**src/rtl/press_decoder.sv**
```systemverilog
// Multi-click decoder: groups debounced press pulses separated by at most WINDOW cycles
// and reports the group size as a one-cycle event strobe.
module press_decoder #(
   parameter int unsigned WINDOW      = 25000000,
   parameter int unsigned TMR_W       = 25,
   parameter int unsigned MAX_PRESSES = 3,
   parameter int unsigned CNT_W       = 2
) (
   input  logic             clk,
   input  logic             clear,
   input  logic             pb_pulse,
   output logic             event_valid,
   output logic [CNT_W-1:0] event_count,
   output logic             busy
);

   typedef enum logic [1:0] {StIdle, StCollect, StEmit} state_e;

   // Timer reaches TmrLast on the edge WINDOW-1 after the last press, so expiry is
   // decided on the WINDOW-th edge.
   localparam logic [TMR_W-1:0] TmrLast = TMR_W'(WINDOW - 1);
   localparam logic [CNT_W-1:0] CntLast = CNT_W'(MAX_PRESSES - 1);
   localparam logic [CNT_W-1:0] CntMax  = CNT_W'(MAX_PRESSES);
   localparam logic [CNT_W-1:0] CntOne  = CNT_W'(1);

   state_e           state_q, state_d;
   logic [CNT_W-1:0] cnt_q, cnt_d;
   logic [TMR_W-1:0] tmr_q, tmr_d;
   logic             event_valid_d, busy_d;
   logic [CNT_W-1:0] event_count_d;

   always_ff @(posedge clk or posedge clear) begin
      if (clear) begin
         state_q     <= StIdle;
         cnt_q       <= '0;
         tmr_q       <= '0;
         event_valid <= 1'b0;
         event_count <= '0;
         busy        <= 1'b0;
      end else begin
         state_q     <= state_d;
         cnt_q       <= cnt_d;
         tmr_q       <= tmr_d;
         event_valid <= event_valid_d;
         event_count <= event_count_d;
         busy        <= busy_d;
      end
   end

   always_comb begin
      state_d = state_q;
      cnt_d   = cnt_q;
      tmr_d   = tmr_q;
      unique case (state_q)
         StIdle, StEmit: begin
            // A press in the strobe cycle opens the next group rather than being dropped.
            if (pb_pulse) begin
               state_d = StCollect;
               cnt_d   = CntOne;
               tmr_d   = '0;
            end else begin
               state_d = StIdle;
               cnt_d   = '0;
               tmr_d   = '0;
            end
         end
         StCollect: begin
            if (pb_pulse && (cnt_q == CntLast)) begin
               state_d = StEmit;
               cnt_d   = CntMax;
            end else if (pb_pulse) begin
               cnt_d = cnt_q + CntOne;
               tmr_d = '0;
            end else if (tmr_q == TmrLast) begin
               state_d = StEmit;
            end else begin
               tmr_d = tmr_q + 1'b1;
            end
         end
         default: begin
            state_d = StIdle;
            cnt_d   = '0;
            tmr_d   = '0;
         end
      endcase
   end

   always_comb begin
      event_valid_d = (state_d == StEmit);
      busy_d        = (state_d == StCollect);
      event_count_d = event_count;
      // StEmit is only entered from StCollect; a press on that edge means the max was hit.
      if (state_d == StEmit) begin
         event_count_d = pb_pulse ? CntMax : cnt_q;
      end
   end

endmodule

```
**config.mk**
```make
export PLATFORM = sky130hd
export DESIGN_NAME = press_decoder
export DESIGN_NICKNAME = d
export VERILOG_FILES = /design/src/rtl/press_decoder.sv
export SDC_FILE = /design/constraint.sdc
export NUM_CORES = 1
export LEC_CHECK = 0
export CORE_MARGIN = 5
export CORE_UTILIZATION = 44
export DETAILED_ROUTE_END_ITERATION = 8
export PLACE_DENSITY = 0.62
export SLEW_MARGIN = 20
export SYNTH_ARGS = -nofsm -noshare
export SYNTH_HDL_FRONTEND = slang
export SYNTH_SLANG_ARGS = --single-unit
```
**constraint.sdc**
```tcl
create_clock -name clk -period 7.6 [get_ports clk]
set_clock_uncertainty 0.2 [all_clocks]
set_input_delay 1.52 -clock clk [delete_from_list [all_inputs] [get_ports clk]]
set_output_delay 1.52 -clock clk [all_outputs]
set_load 0.005 [all_outputs]
```
After elaboration in Yosys (flattened, before gate mapping)
Index checks and enable logic that the tools add are counted.

Eq/ne operators: 9. Muxes and demuxes: 13. $add $sub $neg: 2. Reduce and logical (&&, ||, !) cells: 4.

Operators with widths (number): 2-to-1 mux 25 bit (4); adder 25 x 1 -> 25 bit, second input constant (1); == test 25 bit, second input constant (1); 2-to-1 mux 2 bit (6); one-hot mux 2 bit (2 select lines) (2); == test 2 bit, second input constant (3); != test 3 bit, second input constant (2); == test 2 x 1 -> 1 bit, second input constant (2); adder 2 x 1 -> 2 bit, second input constant (1); zero test 2 bit (1); != test 2 bit, second input constant (1); AND reduction 2 bit (1); OR reduction 2 bit (1); logical AND 1 bit (1); 2-to-1 mux 1 bit (1).

Input port bits: 3. Bits in registers: 33. Output and inout port bits: 4. Logic and storage cells: 34.

Longest topological paths before layout
Depth after elaboration: 6. Mapped depth: 8. Gate-level depth less buffers: 7.

Least setup slack after synthesis
OpenSTA, ideal clock, no wires.

Path kind: in2reg. Start point: input port pb_pulse. End point: register tmr_q[3]. Stages on the path: 6. Required time: 7.327 ns. Setup slack: 4.629 ns. Path buffers: 2. Arrival: 2.698 ns. Setup time: 0.073 ns. Path through: buf_4 or4_4 o21ai_4 buf_6 o21ai_2 a21oi_2.

Cells in the longest elaborated chain, start to end: 3.

RTL lines: from (decl) (line 11) `input logic pb_pulse,`; 2-to-1 mux 25 bit / logical AND 1 bit (equally long branches) (line 71, 68); 2-to-1 mux 25 bit / != test 2 bit (equally long branches); 2-to-1 mux 25 bit / AND reduction 2 bit (equally long branches); to (signal assigned) (line 43) `tmr_q <= tmr_d;`; to (decl) (line 28) `logic [TMR_W-1:0] tmr_q, tmr_d;`.

Parallel ways exist; a longest one is shown, timed or not. The select of a mux whose other input is x is not followed. A chain may end at the register's enable or synchronous reset.

Final worst setup path
Start point: input port pb_pulse. End point: register tmr_q[12].

Same word-level chain as after synthesis.

==> results_dict.tcl <==
set metrics [dict create \
    holdCritPathClass "flip-flop to flip-flop" \
    synth_edf_count 0 \
    diodes 0 \
    rrSetupSlack_ns 4.82 \
    grt_antenna_before_repair 0 \
    clock_sinks 33 \
    path_clk_slew_ns 0.06 \
    rsz0062_at_grt "false" \
    holdCritStartpoint "event_count[0]$_DFFE_PP0N_" \
    die_w_um 72.4 \
    ys_ff_latch 33 \
    critPathTopFamily "simple AND/OR/NAND/NOR gates" \
    power.internal_uw 279 \
    cp_num_buf_inv 1 \
    hold_path_depth 2 \
    clkPwrFrac 0.323 \
    ctsHoldBuffers 0 \
    drt_iter0_drc 69 \
    areaGrowthSynthToFinish_pct 9.57 \
    drt_pass1_iterations 4 \
    pre_cts_ws_ns 3.91 \
    use_met3 0.0429 \
    wl_per_cell_um 14.2 \
    reg2reg_to "tmr_q[4]$_DFFE_PP0P_" \
    tightest_slew_ns 0.466 \
    seq_area_um2 826 \
    grt_use_total 0.145 \
    post_cts_buffers 0 \
    io_pins 7 \
    cp_max_fo 9 \
    pwr-share-comb 0.151 \
    finalHoldViolCount 0 \
    synth-async-reset-ratio 1.00 \
    finalCritPeriodShare 0.447 \
    seq_area_frac_synth 0.482 \
    crit_path_start_kind "input port" \
    rows 22 \
    slowest_stage "clkdlybuf4s50_1" \
    leakage_nw 0.711 \
    cts_tree "yes" \
    setup_tns_ns 0 \
    num-fill-cells 356 \
    power.switching_uw 98.6 \
    critPathKind "input port to flip-flop" \
    layout-drive-gt1-share 0.139 \
    grt_pass1_vias 1276 \
    place_hpwl_mm 2.34 \
    maxCapViolations 0 \
    synth_ff_type "dfrtp_1" \
    cp_data_arrival_time_ns 3.40 \
    postSynthCellCount 178 \
    routed_via_density 5.69 \
    root_buffer "clkbuf_8" \
    crit_chain "clkdlybuf4s50_1, nand4b_1, nand3_1, or3_1, a21oi_1" \
    io_buffers 6 \
    grt_pass1_wl_mm 5.85 \
    status "finished, final reports clean" \
    gp_congestion 0.753 \
    vias 1336 \
    multiInputGateArea_um2 817 \
    syn_area_per_cell_um2 9.62 \
    use_met2 0.221 \
    synth_top_area_frac 0.482 \
    finalSetupViolCount 0 \
    clockBufferDepth 2 \
    use_met1 0.189 \
    switching_share 0.261 \
    power.density_nw_per_um2 201 \
    die_y_um 72.4 \
    cp-end-kind "flip-flop" \
    required_ns 7.60 \
    initial_core_util 0.461 \
    synth.distinct_cells 39 \
    worst_slack_ns 4.20 \
    min_period_ns 3.40 \
    synth_area_leader_cell "dfrtp_1" \
    clock_latency_ns 0.28 \
    grt_overflow 0 \
    relSlewSlack 0.686 \
    yosys-top-cells-count "dfrtp_1 (33), nor2_1 (22), nand2_1 (13), xnor2_1 (13)" \
    yosysMostFrequentCell "dfrtp_1" \
    numCtsBuffers 5 \
    synth.area.top_cells "dfrtp_1 (48%), xnor2_1 (6.6%), nor2_1 (4.8%)" \
    syn-num-nets 183 \
    seq_power_share 0.527 \
    r2r_start "tmr_q[0]$_DFFE_PP0P_" \
    rr_worst_depth 6 \
    vdd_drop_max_uv 110 \
    num-nets-final 191 \
    yosysWarningCount 0 \
    die-area_um2 5240 \
    grt-busiest-layer "met2" \
    core-area_um2 3720 \
    drv_slew 0 \
    crit_cells 5 \
    routed_wl_mm 3.33 \
    syn_area_um2 1710 \
    hold_path_end "event_count[0]$_DFFE_PP0N_" \
    drtAntennaViolNets 0 \
    grt_max_degree 34 \
    crit_path_max_incr_delay_ns 0.54 \
    fmax_mhz 294 \
    drcViolationCount 0 \
    ctsHtreeMaxLevel 2 \
    cts_resized 0 \
]
power by group through the flow:
stage / Sequential [mW] / Combinational (mW) / Clock (mW)
after floorplan: 0.201 / 0.0382 / 0
after global routing: 0.201 / 0.0647 / 0.134
after CTS: 0.199 / 0.0587 / 0.125
after global placement: 0.201 / 0.0569 / 0
final: 0.199 / 0.0569 / 0.122
after detailed placement: 0.202 / 0.0584 / 0
cells by family (layout without fill, tap and decap cells):
kind of cell    count (synthesis)  count (layout)  synth area share
flops                          33              33             0.482
buf+inv                        13              22            0.0409
compound gates                 29              29             0.112
simple gates                   86              86             0.273
mux                             1               1           0.00584
fa+ha+maj                       2               2            0.0146
xor+xnor                       14              14            0.0716
cell usage in the layout, fill, tap and decap left out, types with 4 or more instances in the layout:
master and count:
nand4_1 7, or3_1 4, nor3_1 8, inv_1 7
o21ai_0 9, nand3_1 8, clkdlybuf4s50_1 6, nand2_1 13
xnor2_1 13, nor2_1 22, clkbuf_8 5, dfrtp_1 33
a21oi_1 9
per-stage QoR:
stage          cell area, um^2  std cells   util  total power, mW  hold WS [ns]
2_1_floorplan             1710        178      -            0.239         0.269
3_3_place_gp              1800        227  0.484            0.258         0.306
3_5_place_dp              1800        227  0.484            0.260         0.311
4_1_cts                   1880        235  0.505            0.382         0.334
5_1_grt                   1880        235  0.505            0.399         0.353
6_report                  1880        235  0.505            0.378         0.335
worst reg2reg max path: stages (launching register included):
cell	delay, ns
dfrtp_1	0.43
ha_1	0.31
or4b_2	0.63
or4_4	0.46
o21ai_4	0.36
or4_2	0.20
a21oi_1	0.06
routing by layer:
metal / wire length (um) / part of all wire / vias to the layer above
met2: 1550 / 0.46 / 23
met3: 125 / 0.037 / 4
li1: - / - / 648
met1: 1620 / 0.49 / 661
met4: 39 / 0.012 / 0
met5: 0 / 0 / -
how the worst max path moves through the flow:
stage | from | slack (ns) | to
after floorplan | pb_pulse | 4.63 | tmr_q[3]$_DFFE_PP0P_
after global placement | pb_pulse | 4.01 | tmr_q[4]$_DFFE_PP0P_
final | pb_pulse | 4.20 | tmr_q[12]$_DFFE_PP0P_
after global routing | pb_pulse | 3.99 | tmr_q[19]$_DFFE_PP0P_
after CTS | pb_pulse | 4.21 | tmr_q[11]$_DFFE_PP0P_
after detailed placement | pb_pulse | 3.91 | tmr_q[11]$_DFFE_PP0P_
state kept, by name, summed over array words and instances (netlist names):
signal / count
busy: 1
cnt_q: 2
event_count: 2
event_valid: 1
state_q: 2
tmr_q: 25
layout make-up:
cell class	count	share of cell area
Clock buffer	8	0.0427
Inverter	7	0.0140
Multi-Input combinational cell	132	0.435
Sequential cell	33	0.440
Tap cell	48	0.0320
Timing Repair Buffer	7	0.0360
No activity file was read; power rests on OpenSTA's default activity.
